`src/rtl/tri_bus_pkg.sv`:
```
// Shared encodings and width helpers for the tri-state bus arbiter.
package tri_bus_pkg;

  localparam logic [1:0] IDLE_ENC  = 2'd0;
  localparam logic [1:0] GRANT_ENC = 2'd1;
  localparam logic [1:0] TURN_ENC  = 2'd2;

  typedef enum logic [1:0] {
    IDLE  = IDLE_ENC,
    GRANT = GRANT_ENC,
    TURN  = TURN_ENC
  } state_t;

  // Index width that stays at least one bit wide for degenerate counts.
  function automatic int idx_width(input int n);
    return (n > 1) ? $clog2(n) : 1;
  endfunction

  localparam int DEF_N        = 2;
  localparam int DEF_MAX_HOLD = 16;
  localparam int DEF_TURN_CYC = 1;
  localparam int DEF_OWNER_W  = $clog2(DEF_N);
  localparam int DEF_HOLD_W   = $clog2(DEF_MAX_HOLD);

endpackage

```
`src/rtl/rr_pick.sv`:
```
// Combinational round-robin picker: first set request at or above ptr, wrapping.
module rr_pick
  import tri_bus_pkg::*;
#(
  parameter int N = DEF_N,
  parameter int W = idx_width(N)
) (
  input  logic [N-1:0] req,
  input  logic [W-1:0] ptr,
  output logic         found,
  output logic [W-1:0] idx
);

  logic [2*N-1:0] req_dbl;

  assign req_dbl = {req, req};

  // Scanning the doubled vector from ptr upward gives the wrap-around order.
  always_comb begin
    // NOTE: defaults first so every path assigns found/idx and no latch is inferred.
    found = 1'b0;
    idx   = '0;
    for (int i = 0; i < 2 * N; i++) begin
      if (!found && req_dbl[i] && (i >= int'(ptr))) begin
        found = 1'b1;
        idx   = W'((i < N) ? i : i - N);
      end
    end
  end

endmodule

```
`src/rtl/tri_bus_arbiter.sv`:
```
// Round-robin arbiter driving one-hot tri-state enables with a turnaround gap
// between owners and forced release after MAX_HOLD cycles.
module tri_bus_arbiter
  import tri_bus_pkg::*;
#(
  parameter int N        = DEF_N,
  parameter int MAX_HOLD = DEF_MAX_HOLD,
  parameter int TURN_CYC = DEF_TURN_CYC
) (
  input  logic                    clk,
  input  logic                    rst,
  input  logic [N-1:0]            req,
  input  logic [N-1:0]            done,
  output logic [N-1:0]            gnt,
  output logic [$clog2(N)-1:0]    owner,
  output logic                    busy,
  output logic                    timeout
);

  localparam int OWN_W  = $clog2(N);
  localparam int HOLD_W = $clog2(MAX_HOLD);
  localparam int TURN_W = idx_width(TURN_CYC);
  localparam logic [N-1:0] ONE_HOT0 = N'(1);

  state_t            state;
  logic [OWN_W-1:0]  ptr;
  logic [OWN_W-1:0]  pick_idx;
  logic              pick_found;
  logic [HOLD_W-1:0] hold_cnt;
  logic [TURN_W-1:0] turn_cnt;

  logic owner_done;
  logic owner_req;
  logic hold_max;

  rr_pick #(
    .N (N),
    .W (OWN_W)
  ) u_pick (
    .req   (req),
    .ptr   (ptr),
    .found (pick_found),
    .idx   (pick_idx)
  );

  assign owner_done = done[owner];
  assign owner_req  = req[owner];
  assign hold_max   = (hold_cnt == HOLD_W'(MAX_HOLD - 1));

  // NOTE: state registers use non-blocking assignments so every update sees pre-edge values.
  always_ff @(posedge clk) begin
    if (rst) begin
      state    <= IDLE;
      gnt      <= '0;
      owner    <= '0;
      busy     <= 1'b0;
      timeout  <= 1'b0;
      ptr      <= '0;
      hold_cnt <= '0;
      turn_cnt <= '0;
    end else begin
      timeout <= 1'b0;
      unique case (state)
        IDLE: begin
          if (pick_found) begin
            state    <= GRANT;
            gnt      <= ONE_HOT0 << pick_idx;
            owner    <= pick_idx;
            busy     <= 1'b1;
            hold_cnt <= '0;
            ptr      <= (pick_idx == OWN_W'(N - 1)) ? '0 : pick_idx + 1'b1;
          end
        end
        GRANT: begin
          if (owner_done || !owner_req || hold_max) begin
            state    <= TURN;
            gnt      <= '0;
            busy     <= 1'b0;
            turn_cnt <= '0;
            // A coinciding done or withdrawal is a normal release, not a timeout.
            timeout  <= hold_max && owner_req && !owner_done;
          end else begin
            hold_cnt <= hold_cnt + 1'b1;
          end
        end
        TURN: begin
          if (turn_cnt == TURN_W'(TURN_CYC - 1)) begin
            state <= IDLE;
          end else begin
            turn_cnt <= turn_cnt + 1'b1;
          end
        end
        default: state <= IDLE;
      endcase
    end
  end

endmodule

```
`config.mk`:
```
export PLATFORM = sky130hd
export DESIGN_NAME = tri_bus_arbiter
export DESIGN_NICKNAME = d
export VERILOG_FILES = /design/src/rtl/tri_bus_pkg.sv /design/src/rtl/rr_pick.sv /design/src/rtl/tri_bus_arbiter.sv
export SDC_FILE = /design/constraint.sdc
export NUM_CORES = 1
export LEC_CHECK = 0
export BUFFER_PORTS_ARGS = -buffer_cell sky130_fd_sc_hd__buf_2
export CAP_MARGIN = 20
export CORE_MARGIN = 5
export CORE_UTILIZATION = 30
export CTS_BUF_LIST = sky130_fd_sc_hd__clkbuf_8
export CTS_CLUSTER_SIZE = 14
export DETAILED_ROUTE_END_ITERATION = 7
export PLACE_DENSITY = 0.5
export SLEW_MARGIN = 20
export SYNTH_ARGS = -nofsm -noshare
export SYNTH_HDL_FRONTEND = slang
export SYNTH_SLANG_ARGS = --single-unit
```
`constraint.sdc`:
```
create_clock -name clk -period 2.2 [get_ports clk]
set_input_delay 0.55 -clock clk [delete_from_list [all_inputs] [get_ports clk]]
set_output_delay 0.55 -clock clk [all_outputs]
set_load 0.02 [all_outputs]
```
After elaboration in Yosys (flattened, before gate mapping)
Index checks and enable logic that the tools add are counted.
{"block": "op_classes", "addsub": 3, "order_cmp": 2, "n_eq_ne": 7, "shift": 1, "n_mux": 27, "bitwise": 2, "reduce_logical": 22}
{"cell": "$mux W1", "n": 15}
{"cell": "$mux W2", "n": 5}
{"cell": "$reduce_and A3 Y1", "n": 3}
{"cell": "$mux W4", "n": 2}
{"cell": "$ne A2 B2 Y1 const B", "n": 4}
{"cell": "$pmux W4 S2", "n": 1}
{"cell": "$logic_and A1 B1 Y1", "n": 6}
{"cell": "$pmux W2 S3", "n": 1}
{"cell": "$logic_not A1 Y1", "n": 5}
{"cell": "$add A4 B1 Y4 const B", "n": 1}
{"cell": "$eq A4 B4 Y1 const B", "n": 1}
{"cell": "$pmux W1 S2", "n": 2}
{"cell": "$pmux W2 S2", "n": 1}
{"cell": "$reduce_and A2 Y1", "n": 2}
{"cell": "$reduce_bool A2 Y1", "n": 2}
{"cell": "$reduce_or A3 Y1", "n": 1}
{"cell": "$add A1 B1 Y1 const B", "n": 2}
{"cell": "$eq A2 B1 Y1 const B", "n": 1}
{"cell": "$eq A2 B2 Y1 const B", "n": 1}
{"cell": "$logic_not A2 Y1", "n": 1}
{"cell": "$logic_or A1 B1 Y1", "n": 2}
{"cell": "$lt A1 B2 Y1 const B", "n": 1}
{"cell": "$not A1 Y1", "n": 2}
{"cell": "$shl A1 B1 Y2 const A", "n": 1}
{"cell": "$ge A1 B1 Y1 const A", "n": 1}
{"block": "word_totals", "register_bits": 13, "inputBits": 6, "output_inout_bits": 5}

Longest topological paths before layout
Gate-level depths: netlist (run 1).
{"block": "logic_depth", "ltp_word": 15, "ltp_mapped": 5, "mapped_depth_nobuf": 5}

Hierarchy
A second synthesis (run 1) with hierarchy kept.
{"block": "hier_totals", "cells_unflattened": 57, "area_unflattened_um2": 519.2}
{"mod": "tri_bus_arbiter", "n_inst": 1, "cells_each": 54, "area_each_um2": 501.7}
{"mod": "rr_pick", "n_inst": 1, "cells_each": 3, "area_each_um2": 17.5}

Least setup slack after synthesis (run 1)
No wires, ideal clock.
{"block": "synth_path", "path_type": "input -> register", "from": "input done[1]", "to": "register hold_cnt[0]", "setup_ns": 0.074, "arrival_ns": 1.337, "t_required_ns": 2.126, "path_slack_ns": 0.789, "cell_stages": 4, "path_buffers": 0, "cell_sequence": "and3b_2 -> o21ai_2 -> or3_1 -> a31oi_1"}
{"block": "synth_between", "elab_chain_cells": 6}
{"element": "from (decl)", "line_no": "tri_bus_arbiter.sv:13", "text": "input logic [N-1:0] done,"}
{"element": "$mux W1 (not written as such) (2 in series)", "line_no": "tri_bus_arbiter.sv:46", "text": "assign owner_done = done[owner];"}
{"element": "$logic_or A1 B1 Y1 (2 in series)", "line_no": "tri_bus_arbiter.sv:75", "text": "if (owner_done || !owner_req || hold_max) begin"}
{"element": "$ne A2 B2 Y1 (no line)"}
{"element": "$reduce_and A3 Y1 (no line)"}
{"element": "to (signal assigned)", "line_no": "tri_bus_arbiter.sv:83", "text": "hold_cnt <= hold_cnt + 1'b1;"}
{"element": "to (decl)", "line_no": "tri_bus_arbiter.sv:29", "text": "logic [HOLD_W-1:0] hold_cnt;"}
No other way between the ends. The select of a mux whose other input is x is not followed.
A chain may end at the register's enable or synchronous reset.

Worst setup path after layout (run 1)
{"block": "layout_path", "from": "register hold_cnt[0]", "to": "register hold_cnt[0]"}
{"block": "layout_between", "elab_chain_cells": 4}
{"element": "parallel branches: the longest is 4 deep, another holds $add A4 B1 Y4"}
Several ways; the timed one is not identified. The select of a mux whose other input is x is not followed.

==> results of run 1 <==
==> kinds of logic after synthesis <==
logic type | Yosys count
flip-flops | 12
adder cells (fa/ha/maj) | 1
buffers and inverters | 3
AND/OR/NAND/NOR | 29
AO/OA/AOI/OAI | 20
==> flip-flops by register name, summed over array words and instances (netlist names) <==
name      count
busy          1
gnt           2
hold_cnt      4
owner         1
ptr           1
state         2
timeout       1
==> placed cells by master (no fill, tap or decap), drive strengths merged, types with 2 or more instances in the layout <==
master,count
a21oi,7
a31oi,2
buf,10
clkbuf,4
dfxtp,12
nand2,5
nand2b,2
nand3,3
nor2,6
nor2b,2
o2111ai,2
o21ai,2
or3,3
==> layer usage <==
metal / vias up / track usage (%) / share of wire, %
li1: 270 / - / -
met5: - / 0 / 0
met2: 10 / 12.7 / 38
met4: 0 / 8.94 / 3.5
met1: 221 / 13.5 / 54
met3: 5 / 4.16 / 4.5
==> metrics by stage <==
step,power [uW],instance area [sq um],worst slack [ns]
2_1_floorplan,308,574,0.789
3_3_place_gp,334,643,0.583
3_5_place_dp,333,643,0.575
4_1_cts,579,698,0.780
5_1_grt,600,698,0.682
6_report,571,698,0.787
==> area by class of cell <==
cell class              count  area [sq um]  area share, %
flip-flops and latches     12           240           34.4
well taps                  25          31.3           4.48
repair buffers             10          50.0           7.17
inverters                   1          3.75          0.538
clock buffers               4          55.1           7.89
multi-input cells          50           318           45.5
==> final timing paths <==
check / slack [ns] / from / end / depth (start not counted)
hold reg to reg: 0.46 / busy / busy / 1
setup reg to reg: 0.79 / hold_cnt[0] / hold_cnt[0] / 5
hold / removal: 0.46 / busy / busy / 1
setup / recovery: 0.79 / hold_cnt[0] / hold_cnt[0] / 5
==> power groups by stage <==
stage	combinational [uW]	clock (uW)	sequential, uW
floorplan	52.7	0	255
global placement	82.9	0	251
detailed placement	81.9	0	251
CTS	82.4	250	246
global route	92.7	259	248
finish	82.2	242	247
==> flow_metrics.env, run 1 <==
export IMPL_status="finished, final reports clean"
export IMPL_post_cts_buffers=0
export IMPL_crit_chain="ha_1 > nand3_1 > o21ai_2 > or3_1 > a31oi_1"
export IMPL_start_util_pct=32.6
export IMPL_synth_simple_area_share_pct=29.4
export IMPL_synth_distinct_cells=31
export IMPL_grt_pass1_vias=478
export IMPL_relSlewSlack_pct=71.2
export IMPL_synth_fa_ha_area_share_pct=2.18
export IMPL_drtIter0Drc=6
export IMPL_path_max_fanout=6
export IMPL_post_route_min_period_ns=1.41
export IMPL_antenna_found_initial=0
export IMPL_worstPathArrival_ns=1.59
export IMPL_hp_class="reg -> reg"
export IMPL_clk_pin_slew_worst_paths_ns=0.05
export IMPL_final_util_pct=39.6
export IMPL_detailed_place_hpwl_um=946
export IMPL_diodes=0
export IMPL_synth_top_family_by_area="simple AND/OR/NAND/NOR gates"
export IMPL_synth_commonest_cells="12 x dfxtp_1, 7 x a21oi_1, 6 x nor2_1"
export IMPL_synth_xor_xnor_area_share_pct=0
export IMPL_synth_nets=72
export IMPL_wl_per_cell_um=12.1
export IMPL_cts_tree="done"
export IMPL_switching_share_pct=26.1
export IMPL_tightest_slew_ns=0.428
export IMPL_die_width_um=53.8
export IMPL_hold_slack_ns=0.462
export IMPL_sequentialPowerShare_pct=43.2
export IMPL_grt_ovfl_total=0
export IMPL_setup_viol=0
export IMPL_grt_start_max_net_pins=12
export IMPL_clock_sinks=12
export IMPL_drc=0
export IMPL_powerDensity_nw_per_um2=818
export IMPL_io_pins=11
export IMPL_areaGrowthSynthToFinish_pct=21.6
export IMPL_drive_gt1_share_pct=24.7
export IMPL_port_buffers=10
export IMPL_cts_resized=0
export IMPL_critPathBufInv=0
export IMPL_viasPerCell=4.96
export IMPL_final_hold_violation_count=0
export IMPL_clockPowerShare_pct=42.4
export IMPL_timing_final_crit_share_pct=64.2
export IMPL_wirelength_um=1230
export IMPL_syn_inst=65
export IMPL_clock_path_buffers=2
export IMPL_gr_usage_all_layers_pct=10.3
export IMPL_fp_dieH_um=53.8
export IMPL_firstDrtPassIters=3
export IMPL_cts_root_buf="clkbuf_8"
export IMPL_synthFlopType="dfxtp_1"
export IMPL_cp_end_kind="flop"
export IMPL_rows=15
export IMPL_ys_top_cells_by_area="dfxtp_1 42%, a21oi_1 6.1%, nor2_1 3.9%"
export IMPL_die_area_sq_um=2890
export IMPL_ys_ff_latch=12
export IMPL_fin_setup_tns_ns=0
export IMPL_grt_pass1_wl_um=2040
export IMPL_intPower_uw=422
export IMPL_crit_type="reg -> reg"
export IMPL_crit_family="simple AND/OR/NAND/NOR gates"
export IMPL_synth_mux_area_share_pct=0
export IMPL_layout_nets=85
export IMPL_critPathSlowestCell="dfxtp_1"
export IMPL_maxSlewViolCount=0
export IMPL_fin_cells=102
export IMPL_synth_area_sq_um=574
export IMPL_fmax_ghz=0.708
export IMPL_cts_hold_buffers=0
export IMPL_finClkSkew_ns=0.00189
export IMPL_vias=506
export IMPL_power_switching_uw=149
export IMPL_rsz0062_at_grt="false"
export IMPL_avgSynthCellArea_sq_um=8.84
export IMPL_postRouteAntennaNets=0
export IMPL_async_flop_share_pct=0
export IMPL_htree_levels=1
export IMPL_crit_path_max_incr_delay_ns=0.34
export IMPL_yosys_area_top_type="dfxtp_1"
export IMPL_start_kind="flop"
export IMPL_synth_edf_count=0
export IMPL_synth_compound_area_share_pct=23.7
export IMPL_gp_congestion=0.811
export IMPL_cap_violations=0
export IMPL_synth_most_common_cell="dfxtp_1"
export IMPL_ys_seq_area_share_pct=41.8
export IMPL_clk_latency_ns=0.24
export IMPL_fillers=195
export IMPL_leakagePower_uw=0.000265
export IMPL_fp_coreArea_sq_um=1760
export IMPL_yosysWarnings=0
export IMPL_synth_top_area_share_pct=41.8
export IMPL_cts_buffers=3
export IMPL_dp_cells=98
export IMPL_crit_required_ns=2.37
export IMPL_vdd_drop_max_v=0.000302
export IMPL_pwr_share_comb_pct=14.4
Power figures use the tool's default switching activity.
==> run 2, diff against run 1 <==
Settings changed: ABC_AREA from default to 1.
Clock period 2.2 ns to 1.45 ns, I/O delays scaled along.
==> flow_metrics.env, run 2 <==
export IMPL_status="finished, final reports clean"
export IMPL_detailed_place_hpwl_um=840
export IMPL_wl_per_cell_um=9.14
export IMPL_start_util_pct=32.3
export IMPL_cts_hold_buffers=0
export IMPL_yosysWarnings=0
export IMPL_hp_class="in -> reg"
export IMPL_grt_pass1_vias=490
export IMPL_hold_slack_ns=0.430
export IMPL_synth_most_common_cell="nand2_1"
export IMPL_drtIter0Drc=10
export IMPL_cts_buffers=3
export IMPL_powerDensity_nw_per_um2=1250
export IMPL_cap_violations=0
export IMPL_post_cts_buffers=0
export IMPL_ys_top_cells_by_area="dfxtp_1 42%, nand2_1 13%, nand3_1 7.0%"
export IMPL_layout_nets=101
export IMPL_synth_edf_count=0
export IMPL_cts_tree="done"
export IMPL_start_kind="flop"
export IMPL_final_common_cell="nand2_1"
export IMPL_die_area_sq_um=2870
export IMPL_synth_simple_area_share_pct=37.9
export IMPL_fillers=200
export IMPL_worstPathArrival_ns=1.36
export IMPL_regArea_sq_um=240
export IMPL_firstDrtPassIters=4
export IMPL_die_width_um=53.6
export IMPL_crit_path_max_incr_delay_ns=0.34
export IMPL_top_register="hold_cnt"
export IMPL_rsz0062_at_grt="false"
export IMPL_synth_top_family_by_area="simple AND/OR/NAND/NOR gates"
export IMPL_vdd_drop_max_v=0.000674
export IMPL_gr_usage_all_layers_pct=9.48
export IMPL_power_total_uw=873
export IMPL_gp_congestion=0.754
export IMPL_syn_inst=80
export IMPL_diodes=0
export IMPL_clock_sinks=12
export IMPL_htree_levels=1
export IMPL_synth_fa_ha_area_share_pct=2.19
export IMPL_cts_resized=0
export IMPL_synth_commonest_cells="19 x nand2_1, 12 x dfxtp_1, 9 x inv_1"
export IMPL_path_max_fanout=5
export IMPL_yosys_area_top_type="dfxtp_1"
export IMPL_crit_family="simple AND/OR/NAND/NOR gates"
export IMPL_setup_ws_ns=0.220
export IMPL_crit_chain="ha_1 > nand3_1 > nand2_1 > inv_2 > nand2_4 > nand2_4 > inv_2 > nor2_1 > nor2_1"
export IMPL_fin_setup_tns_ns=0
export IMPL_crit_required_ns=1.58
export IMPL_synth_distinct_cells=16
export IMPL_drc=0
export IMPL_synth_area_sq_um=571
export IMPL_finClkSkew_ns=0.000755
export IMPL_tightest_slew_ns=0.263
export IMPL_synth_nets=87
export IMPL_multi_input_area_sq_um=278
export IMPL_fmax_ghz=0.813
export IMPL_fp_coreArea_sq_um=1760
export IMPL_clk_latency_ns=0.24
export IMPL_critPathBufInv=2
export IMPL_avgSynthCellArea_sq_um=7.13
export IMPL_timing_final_crit_share_pct=84.8
export IMPL_synth_xor_xnor_area_share_pct=1.54
export IMPL_postRouteAntennaNets=0
export IMPL_dp_slack_ns=0.225
export IMPL_grt_pass1_wl_um=1990
export IMPL_fp_dieH_um=53.6
export IMPL_synth_mux_area_share_pct=0
export IMPL_critPathSlowestCell="dfxtp_1"
export IMPL_final_util_pct=39.6
export IMPL_synth_top_area_share_pct=42.1
export IMPL_leakagePower_uw=0.000345
export IMPL_ys_seq_area_share_pct=42.1
export IMPL_crit_type="reg -> reg"
export IMPL_setup_viol=0
export IMPL_port_buffers=10
export IMPL_final_hold_violation_count=0
export IMPL_largest_reg_flops=4
export IMPL_ys_ff_latch=12
export IMPL_grt_start_max_net_pins=11
export IMPL_async_flop_share_pct=0
export IMPL_clk_pin_slew_worst_paths_ns=0.06
export IMPL_clock_path_buffers=2
export IMPL_top_regs="hold_cnt: 4 flops, gnt: 2 flops, state: 2 flops"
export IMPL_final_cell_mix="19 x nand2_1, 12 x dfxtp_1, 10 x buf_2"
export IMPL_drive_gt1_share_pct=26.9
export IMPL_vias=523
export IMPL_maxSlewViolCount=0
export IMPL_cp_end_kind="flop"
export IMPL_grt_ovfl_total=0
export IMPL_io_pins=11
export IMPL_wirelength_um=1080
export IMPL_rows=15
export IMPL_synthFlopType="dfxtp_1"
export IMPL_areaGrowthSynthToFinish_pct=22.6
export IMPL_post_route_min_period_ns=1.23
export IMPL_antenna_found_initial=0
export IMPL_synth_compound_area_share_pct=7.02
export IMPL_cts_root_buf="clkbuf_8"
export IMPL_relSlewSlack_pct=82.3
export IMPL_viasPerCell=4.43
## run 2: cell types whose count changed in the layout (fill, tap and decap cells not counted), moves of 3 or more
cell	delta
nand2_1	+14
nor2_2	+4
inv_2	+3
or3_1	-3
inv_1	+8
nand3_1	+5
## run 2: path summary, 6_finish.rpt
| kind | cells after the start | slack [ns] | startpoint | to |
|---|---|---|---|---|
| hold reg to reg | 2 | 0.46 | busy | busy |
| setup / recovery | 9 | 0.22 | hold_cnt[0] | hold_cnt[0] |
| hold / removal | 2 | 0.43 | rst | ptr |
| setup reg to reg | 9 | 0.22 | hold_cnt[0] | hold_cnt[0] |
## run 2: layout make-up
class,instances,area share [%]
Inverter,12,6.44
Multi-Input combinational cell,55,39.7
Timing Repair Buffer,10,7.16
Sequential cell,12,34.3
Tap cell,25,4.47
Clock buffer,4,7.87
## run 2: per-stage QoR
stage | cell area (sq um) | instances
floorplan | 571 | 80
global placement | 644 | 114
detailed placement | 644 | 114
CTS | 699 | 118
global route | 699 | 118
finish | 699 | 118
## run 2: cell families (layout without fill, tap and decap cells)
group | Yosys count | after routing
AOI/OAI and AO/OA | 8 | 8
DFF | 12 | 12
and+or+nand+nor | 45 | 45
buffers and inverters | 13 | 26
adders and majority gates | 1 | 1
xor gates and xnor gates | 1 | 1
## run 2: layer usage
metal  GRT usage (%)  wire [um]  vias up
li1                -          -      272
met1            11.9        532      240
met2            14.7        483        9
met3            3.32         47        2
met4            3.83         14        0
met5               0          0        -
## run 2: where the power goes
part / total (uW) / internal, uW / switching (uW)
registers: 366 / 353 / 13.7
clock network: 368 / 240 / 128
logic: 139 / 48.1 / 91.0
total: 873 / 641 / 232
